**src/rtl/output_pkg.sv**
```systemverilog
// Shared definitions for the delayed output stage: default widths, the age-width
// helper and the buffer entry record.
package output_pkg;

    localparam int DATA_W_DEF    = 8;
    localparam int MAX_DELAY_DEF = 15;

    // Width needed to hold any hold time 0..max_delay.
    function automatic int delay_w(input int max_delay);
        return $clog2(max_delay + 1);
    endfunction

    localparam int AGE_W_DEF = $clog2(MAX_DELAY_DEF + 1);

    // Entry record at the default configuration.
    typedef struct packed {
        logic                  valid;
        logic [AGE_W_DEF-1:0]  age;
        logic [DATA_W_DEF-1:0] data;
    } entry_t;

endpackage

```
**src/rtl/age_counter_sat.sv**
```systemverilog
// Per-entry age counter: cleared when its entry is written, then counts up once
// per cycle while the entry is occupied, saturating at MAX_DELAY.
module age_counter_sat
    import output_pkg::*;
#(
    parameter  int MAX_DELAY = MAX_DELAY_DEF,
    localparam int AGE_W     = delay_w(MAX_DELAY)
) (
    input  logic             clk,
    input  logic             rst_n,
    input  logic             clr,
    input  logic             en,
    output logic [AGE_W-1:0] age
);

    always_ff @(posedge clk or negedge rst_n) begin
        if (!rst_n) begin
            age <= '0;
        end else if (clr) begin
            age <= '0;
        end else if (en && (age != AGE_W'(MAX_DELAY))) begin
            age <= age + AGE_W'(1);
        end
    end

endmodule

```
**src/rtl/delay_out_buffer.sv**
```systemverilog
// Order-preserving output buffer that holds each beat for a programmable number
// of cycles before offering it downstream.
module delay_out_buffer
    import output_pkg::*;
#(
    parameter  int DATA_W    = DATA_W_DEF,
    parameter  int DEPTH     = 4,
    parameter  int MAX_DELAY = MAX_DELAY_DEF,
    localparam int AGE_W     = delay_w(MAX_DELAY),
    localparam int LVL_W     = $clog2(DEPTH + 1)
) (
    input  logic              clk,
    input  logic              rst_n,
    input  logic [AGE_W-1:0]  delay_cfg,
    input  logic              flush,
    input  logic [DATA_W-1:0] data_in,
    input  logic              valid_in,
    output logic              ready_in,
    output logic [DATA_W-1:0] data_out,
    output logic              valid_out,
    input  logic              ready_out,
    output logic [LVL_W-1:0]  level
);

    localparam int PTR_W = $clog2(DEPTH);

    logic [PTR_W-1:0]  wr_ptr;
    logic [PTR_W-1:0]  rd_ptr;
    logic [LVL_W-1:0]  level_q;
    logic [DEPTH-1:0]  valid_q;
    logic [DATA_W-1:0] data_q [DEPTH];
    logic [AGE_W-1:0]  age_q  [DEPTH];
    logic [AGE_W-1:0]  deff;
    logic              push;
    logic              pop;

    // Hold times beyond what the counters can reach are clamped, not rejected.
    assign deff = (delay_cfg > AGE_W'(MAX_DELAY)) ? AGE_W'(MAX_DELAY) : delay_cfg;

    assign ready_in  = (level_q != LVL_W'(DEPTH));
    assign valid_out = (level_q != '0) && valid_q[rd_ptr] && (age_q[rd_ptr] >= deff);
    assign data_out  = data_q[rd_ptr];
    assign level     = level_q;

    // Flush wins over both handshakes in the same cycle.
    assign push = valid_in && ready_in && !flush;
    assign pop  = valid_out && ready_out && !flush;

    always_ff @(posedge clk or negedge rst_n) begin
        if (!rst_n) begin
            wr_ptr  <= '0;
            rd_ptr  <= '0;
            level_q <= '0;
            valid_q <= '0;
            for (int i = 0; i < DEPTH; i++) begin
                data_q[i] <= '0;
            end
        end else if (flush) begin
            wr_ptr  <= '0;
            rd_ptr  <= '0;
            level_q <= '0;
            valid_q <= '0;
        end else begin
            // Push needs not-full and pop needs not-empty, so the slots never collide.
            if (push) begin
                valid_q[wr_ptr] <= 1'b1;
                data_q[wr_ptr]  <= data_in;
                wr_ptr          <= wr_ptr + PTR_W'(1);
            end
            if (pop) begin
                valid_q[rd_ptr] <= 1'b0;
                rd_ptr          <= rd_ptr + PTR_W'(1);
            end
            if (push && !pop) begin
                level_q <= level_q + LVL_W'(1);
            end else if (pop && !push) begin
                level_q <= level_q - LVL_W'(1);
            end
        end
    end

    for (genvar i = 0; i < DEPTH; i++) begin : g_age
        age_counter_sat #(
            .MAX_DELAY (MAX_DELAY)
        ) u_age (
            .clk   (clk),
            .rst_n (rst_n),
            .clr   (push && (wr_ptr == PTR_W'(i))),
            .en    (valid_q[i]),
            .age   (age_q[i])
        );
    end

endmodule

```
**config.mk**
```make
export PLATFORM = sky130hd
export DESIGN_NAME = delay_out_buffer
export DESIGN_NICKNAME = d
export VERILOG_FILES = /design/src/rtl/output_pkg.sv /design/src/rtl/age_counter_sat.sv /design/src/rtl/delay_out_buffer.sv
export SDC_FILE = /design/constraint.sdc
export NUM_CORES = 1
export LEC_CHECK = 0
export ABC_CLOCK_PERIOD_IN_PS = 9050
export CAP_MARGIN = 20
export CORE_MARGIN = 4
export CORE_UTILIZATION = 61
export DETAILED_ROUTE_END_ITERATION = 12
export GPL_TIMING_DRIVEN = 1
export PLACE_DENSITY = 0.95
export RECOVER_POWER = 100
export SLEW_MARGIN = 10
export SYNTH_ARGS = -nofsm -noshare
export SYNTH_HDL_FRONTEND = slang
export SYNTH_SLANG_ARGS = --single-unit
```
**constraint.sdc**
```tcl
create_clock -name clk -period 9.05 [get_ports clk]
set_input_delay 2.2625 -clock clk [delete_from_list [all_inputs] [get_ports clk]]
set_output_delay 2.2625 -clock clk [all_outputs]
set_load 0.03 [all_outputs]
```
==> Flow_metrics.wiki <==
{| class="wikitable"
! Metric !! Value
|-
| Outcome || finished with violations
|-
| Count of antenna-violating nets left after detailed routing || 0
|-
| Vias in the first global route || 2161
|-
| Clock edge transition at the registers on the reported setup and hold paths || 0.06 ns
|-
| Total Neg Setup Slack || 0 ns
|-
| Leak || 1.57 nW
|-
| Starting Density || 63.6%
|-
| Net count reported at finish || 308
|-
| Worst setup EP type || output pin
|-
| Overall die area || 6180 um2
|-
| Share of the clock period used by the worst path || 73.5%
|-
| Seq/Total Area, Yosys || 48.5%
|-
| # DRC || 0
|-
| Power Density || 289 nW/um2
|-
| Std cell rows || 25
|-
| Pin slew with the least headroom to its limit || 3.09 ns
|-
| Total global-route track usage || 21.6%
|-
| Horizontal extent of the die || 78.6 um
|-
| Min-delay worst type || reg2reg
|-
| Later-pin clock latency in the skew report || 0.33 ns
|-
| Post-synthesis instance area || 3040 um2
|-
| Violated checks || capacitance limit, slew limit
|-
| Number of nets produced by synthesis || 276
|-
| Library cells used by synthesis || 30
|-
| Final Hold Viols || 0
|-
| Estimated wirelength of the detail-placed design || 3890 um
|-
| Commonest non-fill, non-tap cell in the layout || sky130_fd_sc_hd__dfrtp_1
|-
| Slew Limit Fails || 60
|-
| Unrepaired setup endpoints after global routing || no
|-
| Antenna diodes || 0
|-
| Least setup slack across all paths after layout || 2.40 ns
|-
| Count of boundary I/O pins || 30
|-
| Hold buffers post-CTS || 0
|-
| Mean number of vias per cell || 5.70
|-
| RePlAce Congestion || 0.825
|-
| Gate count after technology mapping || 242
|-
| Post-CTS setup repair buffer count || 0
|-
| First-pass DRT Iterations || 4
|-
| Flops & latches, synth || 59
|-
| Setup-failing EPs final || 0
|-
| Endpoint required time on the critical path || 6.79 ns
|-
| Timing-limited maximum frequency || 150 MHz
|-
| Grt ovf || 0
|-
| Root Driver || sky130_fd_sc_hd__clkbuf_8
|-
| Average instance area after synthesis || 12.6 um2
|-
| Num CTS Buffers || 9
|-
| Relative max-transition margin || -106%
|-
| Maximum number of pins on one net before global-route repair || 60
|-
| Time the worst path needs with I/O delays and setup || 6.65 ns
|-
| Global-route wire length before repair || 10300 um
|-
| Maximum clock path buffer count || 2
|-
| CTS tree || yes
|-
| Data arrival time of the critical path || 4.39 ns
|-
| Commonest cells after routing, fill and taps aside || 59 x sky130_fd_sc_hd__dfrtp_1, 26 x sky130_fd_sc_hd__nor2_1, 25 x sky130_fd_sc_hd__mux2_2
|-
| Via count || 1973
|-
| Worst Setup Start Kind || primary input
|-
| Final wirelength || 5730 um
|-
| Max cap viols || 1
|-
| Worst-case vdd ir drop || 0.261 mV
|-
| Clock H-tree levels || 3
|-
| Fraction of final layout cells sized beyond drive strength 1 || 19.7%
|-
| Placement Setup Slack || 2.59 ns
|-
| Std-Cell Core Area || 4790 um2
|-
| Per-cell routed wire length || 16.6 um
|-
| Count of input and output buffers || 29
|-
| Setup clock skew after layout || 0.00720 ns
|-
| Detailed Route Iter0 Violations || 123
|-
| TritonCTS sink count || 59
|-
| Final-layout fill cell count || 300
|-
| Final Power || 1.04 mW
|-
| Yosys warning total || 0
|-
| Layout area overhead || 18.6%
|-
| Antenna violations before repair || 0
|-
| Die Span Y || 78.6 um
|-
| Critical Path Fanout Max || 2
|-
| Type of the worst setup path || in2out
|-
| Worst R2R Setup Slack || 5.32 ns
|-
| Count of instances resized after the clock tree is built || 0
|}
## where the power goes
group	total [mW]	leakage [nW]	internal [mW]	switching (mW)
clock network	0.297	0.115	0.190	0.106
logic	0.307	0.710	0.162	0.145
registers	0.439	0.744	0.363	0.0759
total	1.04	1.57	0.715	0.327
## per-stage QoR
stage	std cells	hold slack, ns	area (um2)	util [%]
floorplan	242	0.452	3040	-
global placement	330	0.465	3360	70.3
detailed placement	330	0.474	3360	70.3
CTS	346	0.491	3610	75.5
global route	346	0.514	3610	75.4
finish	346	0.495	3610	75.4
## registers in the layout (all words and copies together) (netlist names)
name,count
data_q,32
wr_ptr,2
valid_q,4
g_age.u_age.age,16
level,3
rd_ptr,2
## logic make-up after synthesis
kind of cell	after synthesis	synth area share [%]
AO/OA/AOI/OAI	12	2.63
buffers and inverters	19	3.04
flip-flops	59	48.5
adder cells (fa/ha/maj)	17	7.24
AND/OR/NAND/NOR	70	10.9
multiplexers	50	23.4
XOR/XNOR	15	4.32
## synth_stat cells
cell	number	share of area (%)
sky130_fd_sc_hd__nor2b_1	6	1.2
sky130_fd_sc_hd__dfrtp_1	59	49
sky130_fd_sc_hd__inv_1	10	1.2
sky130_fd_sc_hd__a21oi_1	5	0.82
sky130_fd_sc_hd__nor2_1	26	3.2
sky130_fd_sc_hd__clkbuf_1	2	0.25
sky130_fd_sc_hd__and2_1	5	1.0
sky130_fd_sc_hd__nand2b_1	1	0.21
sky130_fd_sc_hd__and3_1	1	0.21
sky130_fd_sc_hd__or3_1	1	0.21
sky130_fd_sc_hd__a211oi_1	1	0.25
sky130_fd_sc_hd__xor2_1	9	2.6
sky130_fd_sc_hd__nand3_1	18	3.0
sky130_fd_sc_hd__mux2_2	25	9.3
sky130_fd_sc_hd__buf_2	5	0.82
sky130_fd_sc_hd__o21ai_0	1	0.16
sky130_fd_sc_hd__nor3_1	1	0.16
sky130_fd_sc_hd__mux4_2	12	8.9
sky130_fd_sc_hd__nand2_1	9	1.1
sky130_fd_sc_hd__and4_4	1	0.37
sky130_fd_sc_hd__fa_1	1	0.66
sky130_fd_sc_hd__nand2_2	1	0.21
sky130_fd_sc_hd__mux2i_1	2	0.66
sky130_fd_sc_hd__o21bai_1	1	0.25
sky130_fd_sc_hd__mux2_1	10	3.7
sky130_fd_sc_hd__buf_6	2	0.74
sky130_fd_sc_hd__xnor2_1	6	1.7
sky130_fd_sc_hd__ha_1	16	6.6
sky130_fd_sc_hd__mux4_1	1	0.86
sky130_fd_sc_hd__a2bb2oi_1	4	1.2
## layer usage
| metal | global-route usage (%) | wire length, um | up-vias |
|---|---|---|---|
| met5 | 0 | 0 | - |
| met4 | 7.17 | 70 | 0 |
| met3 | 5.62 | 204 | 9 |
| met2 | 36.1 | 2990 | 38 |
| met1 | 27.3 | 2470 | 1010 |
| li1 | - | - | 916 |
## critical path: stages
cell                            delay [ns]
sky130_fd_sc_hd__dlygate4sd3_1        0.54
sky130_fd_sc_hd__ha_1                 0.28
sky130_fd_sc_hd__nand2b_1             0.14
sky130_fd_sc_hd__a211oi_1             0.23
sky130_fd_sc_hd__o21bai_1             0.11
sky130_fd_sc_hd__and3_1               0.14
sky130_fd_sc_hd__dlygate4sd3_1        0.68
## layout make-up
cell class / instances / area, um2 / share of cell area, %
multi-input combinational: 164 / 1470 / 40.8
inverter: 10 / 37.5 / 1.04
clock inverter: 6 / 113 / 3.12
sequential: 59 / 1480 / 40.9
timing repair buffer: 30 / 289 / 8.01
tap: 67 / 83.8 / 2.32
clock buffer: 10 / 138 / 3.81
## path summary, 6_finish.rpt
path / start / to / depth (start not counted)
max: delay_cfg[0] / valid_out / 7
min: data_q[21] / data_q[21] / 1
max reg2reg: rd_ptr[0] / level[2] / 12
min reg2reg: data_q[21] / data_q[21] / 1
max in group asynchronous: rst_n / data_q[21] / 2
min in group asynchronous: rst_n / level[2] / 2
Power figures use the tool's default switching activity.
